[config.mk]
export PLATFORM = sky130hd
export DESIGN_NAME = seq_detect_prog
export DESIGN_NICKNAME = d
export VERILOG_FILES = /design/src/rtl/seq_detect_prog.sv
export SDC_FILE = /design/constraint.sdc
export NUM_CORES = 1
export LEC_CHECK = 0
export ABC_CLOCK_PERIOD_IN_PS = 6500
export BUFFER_PORTS_ARGS = -buffer_cell sky130_fd_sc_hd__buf_2
export CAP_MARGIN = 20
export CORE_MARGIN = 2
export CORE_UTILIZATION = 34
export CTS_CLUSTER_DIAMETER = 80
export DETAILED_ROUTE_END_ITERATION = 8
export GPL_ROUTABILITY_DRIVEN = 0
export GPL_TIMING_DRIVEN = 0
export SKIP_LAST_GASP = 1
export SYNTH_ARGS = -nofsm -noshare
export SYNTH_HDL_FRONTEND = slang
export SYNTH_SLANG_ARGS = --single-unit
[constraint.sdc]
create_clock -name clk -period 6.5 [get_ports clk]
set_input_delay 0.325 -clock clk [delete_from_list [all_inputs] [get_ports clk]]
set_output_delay 0.325 -clock clk [all_outputs]
set_load 0.01 [all_outputs]
[src/rtl/seq_detect_prog.sv]
// seq_detect_prog: run-time programmable serial pattern detector.
// Matches a right-aligned pattern of 1..MAX_LEN bits (pat[len-1] arrives first)
// on a qualified bit stream. It supports overlapping and restart-after-match
// detection, keeps a saturating match counter and flags rejected configurations.
// Optional macro SEQ_DETECT_TIMEOUT_EN adds an idle-gap timeout. The timeout
// drops a stale partial match and pulses the timeout port.
module seq_detect_prog #(
   parameter int                 MAX_LEN     = 8,
   parameter int                 CNT_W       = 8,
   parameter logic [MAX_LEN-1:0] DEFAULT_PAT = MAX_LEN'(8'b0000_1011),
   parameter int                 DEFAULT_LEN = 4,
   parameter int                 TIMEOUT_CYC = 16
) (
   input  logic                       clk,
   input  logic                       reset,
   input  logic                       inp_valid,
   input  logic                       inp_bit,
   input  logic                       overlap_en,
   input  logic                       cfg_load,
   input  logic [MAX_LEN-1:0]         cfg_pattern,
   input  logic [$clog2(MAX_LEN):0]   cfg_len,
   input  logic                       cnt_clr,
   output logic                       seq_seen,
   output logic                       cfg_err,
   output logic [CNT_W-1:0]           match_count
`ifdef SEQ_DETECT_TIMEOUT_EN
   ,
   output logic                       timeout
`endif
);

   localparam int                 LEN_W     = $clog2(MAX_LEN) + 1;
   localparam logic [LEN_W-1:0]   MAX_LEN_L = LEN_W'(MAX_LEN);
   localparam logic [LEN_W-1:0]   DEF_LEN_L = LEN_W'(DEFAULT_LEN);
   localparam logic [LEN_W-1:0]   LEN_ONE   = LEN_W'(1);
   localparam logic [CNT_W-1:0]   CNT_MAX   = {CNT_W{1'b1}};
   localparam logic [CNT_W-1:0]   CNT_ONE   = CNT_W'(1);

   // Elaboration-time parameter sanity checks
   if (MAX_LEN < 2 || MAX_LEN > 32) begin : g_bad_max_len
      $error("seq_detect_prog: MAX_LEN must be 2..32");
   end
   if (DEFAULT_LEN < 1 || DEFAULT_LEN > MAX_LEN) begin : g_bad_def_len
      $error("seq_detect_prog: DEFAULT_LEN must be 1..MAX_LEN");
   end
   if (TIMEOUT_CYC < 1) begin : g_bad_timeout
      $error("seq_detect_prog: TIMEOUT_CYC must be at least 1");
   end

   logic [MAX_LEN-1:0] hist_q, hist_d;
   logic [LEN_W-1:0]   fill_q, fill_d;
   logic [MAX_LEN-1:0] pat_q, pat_d;
   logic [LEN_W-1:0]   len_q, len_d;
   logic               seen_q, seen_d;
   logic               err_q, err_d;
   logic [CNT_W-1:0]   cnt_q, cnt_d;

   logic [MAX_LEN-1:0] hist_shift_s;
   logic [LEN_W-1:0]   fill_inc_s;
   logic [MAX_LEN-1:0] mask_s;
   logic               match_s;
   logic               cfg_ok_s;
   logic               hist_unused_s;

   // The oldest history bit is shifted out and never compared
   assign hist_unused_s = hist_q[MAX_LEN-1];

`ifdef SEQ_DETECT_TIMEOUT_EN
   localparam int              IDLE_W = $clog2(TIMEOUT_CYC + 1);
   localparam logic [IDLE_W-1:0] TO_L     = IDLE_W'(TIMEOUT_CYC);
   localparam logic [IDLE_W-1:0] IDLE_ONE = IDLE_W'(1);
   logic [IDLE_W-1:0] idle_q, idle_d;
   logic              to_q, to_d;
`endif

   // Next-state logic: config load, bit acceptance, match and counter update
   always_comb begin
      hist_shift_s = {hist_q[MAX_LEN-2:0], inp_bit};
      fill_inc_s   = (fill_q >= len_q) ? len_q : (fill_q + LEN_ONE);
      for (int i = 0; i < MAX_LEN; i++) begin
         mask_s[i] = (LEN_W'(i) < len_q);
      end
      match_s  = inp_valid && !cfg_load && (fill_inc_s == len_q) &&
                 (((hist_shift_s ^ pat_q) & mask_s) == {MAX_LEN{1'b0}});
      cfg_ok_s = (cfg_len != {LEN_W{1'b0}}) && (cfg_len <= MAX_LEN_L);

      hist_d = hist_q;
      fill_d = fill_q;
      pat_d  = pat_q;
      len_d  = len_q;
      seen_d = 1'b0;
      err_d  = 1'b0;
      cnt_d  = cnt_q;

      // Configuration has priority; any bit on a load edge is dropped
      if (cfg_load) begin
         if (cfg_ok_s) begin
            pat_d  = cfg_pattern;
            len_d  = cfg_len;
            hist_d = {MAX_LEN{1'b0}};
            fill_d = {LEN_W{1'b0}};
         end else begin
            err_d  = 1'b1;
         end
      end else if (inp_valid) begin
         hist_d = hist_shift_s;
         fill_d = fill_inc_s;
         if (match_s) begin
            seen_d = 1'b1;
            if (!overlap_en) begin
               hist_d = {MAX_LEN{1'b0}};
               fill_d = {LEN_W{1'b0}};
            end else begin
               fill_d = fill_inc_s;
            end
         end else begin
            seen_d = 1'b0;
         end
      end else begin
         seen_d = 1'b0;
      end

      // Clear wins over a same-edge match; count saturates at all-ones
      if (cnt_clr) begin
         cnt_d = {CNT_W{1'b0}};
      end else if (match_s && (cnt_q != CNT_MAX)) begin
         cnt_d = cnt_q + CNT_ONE;
      end else begin
         cnt_d = cnt_q;
      end

`ifdef SEQ_DETECT_TIMEOUT_EN
      idle_d = idle_q;
      to_d   = 1'b0;
      if (cfg_load || inp_valid) begin
         idle_d = {IDLE_W{1'b0}};
      end else if (fill_q != {LEN_W{1'b0}}) begin
         if ((idle_q + IDLE_ONE) == TO_L) begin
            idle_d = {IDLE_W{1'b0}};
            to_d   = 1'b1;
            hist_d = {MAX_LEN{1'b0}};
            fill_d = {LEN_W{1'b0}};
         end else begin
            idle_d = idle_q + IDLE_ONE;
         end
      end else begin
         idle_d = {IDLE_W{1'b0}};
      end
`endif
   end

   // State and output registers
   always_ff @(posedge clk or posedge reset) begin
      if (reset) begin
         hist_q <= {MAX_LEN{1'b0}};
         fill_q <= {LEN_W{1'b0}};
         pat_q  <= DEFAULT_PAT;
         len_q  <= DEF_LEN_L;
         seen_q <= 1'b0;
         err_q  <= 1'b0;
         cnt_q  <= {CNT_W{1'b0}};
      end else begin
         hist_q <= hist_d;
         fill_q <= fill_d;
         pat_q  <= pat_d;
         len_q  <= len_d;
         seen_q <= seen_d;
         err_q  <= err_d;
         cnt_q  <= cnt_d;
      end
   end

`ifdef SEQ_DETECT_TIMEOUT_EN
   // Idle-gap counter and timeout pulse register
   always_ff @(posedge clk or posedge reset) begin
      if (reset) begin
         idle_q <= {IDLE_W{1'b0}};
         to_q   <= 1'b0;
      end else begin
         idle_q <= idle_d;
         to_q   <= to_d;
      end
   end

   assign timeout = to_q;
`endif

   assign seq_seen    = seen_q;
   assign cfg_err     = err_q;
   assign match_count = cnt_q;

endmodule

==> results.yml <==
worst_setup_path:
  rr_startpoint: "len_q[2]$_DFFE_PP1P_"
  crit_type: "reg -> reg"
  rrSetupSlack_ps: 3760
  cpLargestDelayFamily: "compound AO/OA/AOI/OAI gates"
  worst_ep_arrival_time_ps: 2900
  cp_max_fo: 10
  path_buf_inv: 3
  worst-r2r-cell-count: 10
  cp_slowest_cell: "dfstp_2"
  worst_ep_required_time_ps: 6660
  cpPeakStageDelay_ps: 580
  worstSetupStartpointType: "register"
  cpMostUsedCell: "or2_2"
  path_cells: "inv_1 > ha_1 > or2_2 > a21oi_1 > or2_2 > clkbuf_1 > a2111o_1 > and2_1 > buf_2 > a22o_1"
  worstReg2RegEnd: "hist_q[1]$_DFFE_PP0P_"
  endpoint_kind: "register"
timing:
  finClkSkew_ps: 6.141
  maxSlewViolCount: 0
  worstMarginPinSlew_ps: 596.6
  min_period_over_period_pct: 42.14
  tns_ps: 0
  relSlewSlack_pct: 60.23
  min_period_ps: 2739
  setup_viol_count_final: 0
  hold_violations: 0
  setup_slack_ps: 3761
  max_clock_freq_ghz: 0.3651
  rsz0062_at_grt: "false"
layout:
  drive_gt1_share_pct: 30.92
  nNetsFinal: 231
  fin_area_um2: 2177
  n_antenna_cell: 0
  area_growth_pct: 18.05
yosys:
  syn_nets: 196
  syn_area_um2: 1844
  synthFlopType: "dfrtp_1"
  ys_seq_area_share_pct: 45.05
  synthesis.instances: 171
  synth_area_leaders: "dfrtp_1 (39%), mux2_2 (7.3%), dfstp_2 (5.7%)"
  synth-seq-cells: 33
  synth_edf_count: 0
  synth.avg_cell_area_um2: 10.79
  synth_top_area_cell: "dfrtp_1"
  postSynth.asyncResetShare_pct: 100.0
  synth_cell_types: 47
  yosys_warnings: 0
  yosys.area.top_type_share_pct: 39.35
placement:
  hpwl_um: 2823
  numPortBuffers: 27
  placed_cell_area_um2: 2095
  pre_cts_slack_ps: 3778
global_route:
  grt_pass1_vias: 1316
  grt_pass1_wl_um: 6382
  grt_max_degree: 23
  antenna_found_initial: 0
  grt.overflow.total: 0
  grt_usage_pct: 13.35
clock_network:
  cts_hold_buf: 0
  clock_latency_ps: 280
  htree_levels: 2
  cts-buffers-inserted: 5
  clockBufferDepth: 2
  clkTransAtPathRegs_ps: 70
  cts_setup_buffers: 0
  cts_resized: 0
  cts.sinks: 33
  cts_tree: "yes"
  cts-root-buf: "clkbuf_8"
floorplanning:
  chipWidth_um: 77.65
  die_h_um: 77.65
  dieArea_um2: 6030
  io_pins: 29
  std_cell_rows: 26
  core_um2: 5172
  start_util_pct: 35.66
drt:
  wl_um: 3788
  drtPass1Iterations: 4
  drc: 0
  vias_per_cell: 5.119
  drt_iter0_drc: 49
  routedWlPerCell_um: 13.68
  antenna_left: 0
  vias: 1418
power_and_ir_drop:
  peakVddDrop_mv: 0.1253
  p_per_area_nw_per_um2: 285.1
  power_leakage_nw: 0.9604
min_path:
  hold_path.class: "in -> async"
flow_run:
  cap_violations: 0
status:
  status: "completed"
## Yosys cell counts (2+ instances only)
library cell and count:
dfrtp_1 29, a21oi_1 14, mux2_2 12, a22o_1 9, xnor2_1 9, inv_1 7, nand2_1 7, nor2_1 7
xor2_1 7, ha_1 6, nand3_1 6, nor3_1 5, o21ai_0 5, clkbuf_1 4, dfstp_2 4, nor2b_1 3
and2_1 2, nand2b_1 2, o31ai_1 2, o41ai_1 2, or2_2 2, or4_1 2
## area by class of cell
class                           count  area (um2)
Timing Repair Buffer               28       162.7
Fill cell                         505        2995
Clock buffer                        6       72.57
Tap cell                           70       87.58
Buffer                              8       48.80
Inverter                            7       26.28
Multi-Input combinational cell    123       938.4
Sequential cell                    33       830.8
Clock inverter                      2       10.01
## report_power, final
group | internal (mW) | switching [mW] | total, mW
registers | 0.234 | 0.0270 | 0.261
clock network | 0.0741 | 0.0728 | 0.147
logic | 0.0980 | 0.115 | 0.213
total | 0.406 | 0.214 | 0.621
## worst register-to-register path: cells and delay by family (launching register included)
kind / cells / cell delay (ps)
buffers and inverters: 3 / 480
adder cells (fa/ha/maj): 1 / 290
AND/OR/NAND/NOR: 3 / 530
AO/OA/AOI/OAI: 3 / 750
flip-flops: 1 / 580
## cell families (layout without fill, tap and decap cells)
group / Yosys count / count (layout) / synth area share, %
DFF: 33 / 33 / 45.05
adders and majority gates: 6 / 6 / 4.070
buffers and inverters: 15 / 51 / 4.070
muxes: 12 / 12 / 7.327
xor gates and xnor gates: 16 / 16 / 7.599
and+or+nand+nor: 44 / 44 / 13.30
AOI/OAI and AO/OA: 45 / 45 / 18.59
## placed cells by master (no fill, tap or decap), types with 5 or more instances in the layout
master     n
inv_1      7
xor2_1     7
a21oi_1   14
a22o_1     9
nand3_1    6
clkbuf_1   5
nor2_1     7
nand2_1    7
ha_1       6
dfrtp_1   29
xnor2_1    9
o21ai_0    5
buf_2     28
nor3_1     5
mux2_2    12
clkbuf_8   6
## through the flow
step                      utilization [%]  std cells  total power, mW  hold slack, ps
final                               42.09        277           0.6208           87.15
after global routing                42.09        277           0.6666           124.2
after CTS                           42.09        277           0.6307           101.9
after detailed placement            40.49        269           0.4797           410.4
after global placement              39.96        268           0.4739           512.9
after floorplan                         -        171           0.4270           450.9
## routing by layer
layer | up-vias | global-route usage, % | share of wire (%)
met5 | - | 0 | 0
met4 | 0 | 5.893 | 2.0
met3 | 7 | 2.791 | 2.6
met2 | 19 | 21.72 | 46
met1 | 694 | 17.05 | 49
li1 | 698 | - | -
## sequential cells by signal (all words and copies together) (netlist names)
name,flops
pat_q,8
hist_q,7
fill_q,4
cfg_err,1
match_count,8
seq_seen,1
len_q,4
## worst max path at each step
stage / endpoint / cells after the start / slack (ps) / startpoint
after floorplan: fill_q[0]$_DFFE_PP0P_ / 10 / 4020 / len_q[2]$_DFFE_PP1P_
after global placement: hist_q[5]$_DFFE_PP0P_ / 10 / 3780 / len_q[2]$_DFFE_PP1P_
after detailed placement: hist_q[1]$_DFFE_PP0P_ / 10 / 3780 / len_q[2]$_DFFE_PP1P_
after CTS: hist_q[4]$_DFFE_PP0P_ / 10 / 3760 / len_q[2]$_DFFE_PP1P_
after global routing: hist_q[0]$_DFFE_PP0P_ / 10 / 3630 / fill_q[0]$_DFFE_PP0P_
final: hist_q[1]$_DFFE_PP0P_ / 10 / 3760 / len_q[2]$_DFFE_PP1P_
Power figures use the tool's default switching activity.
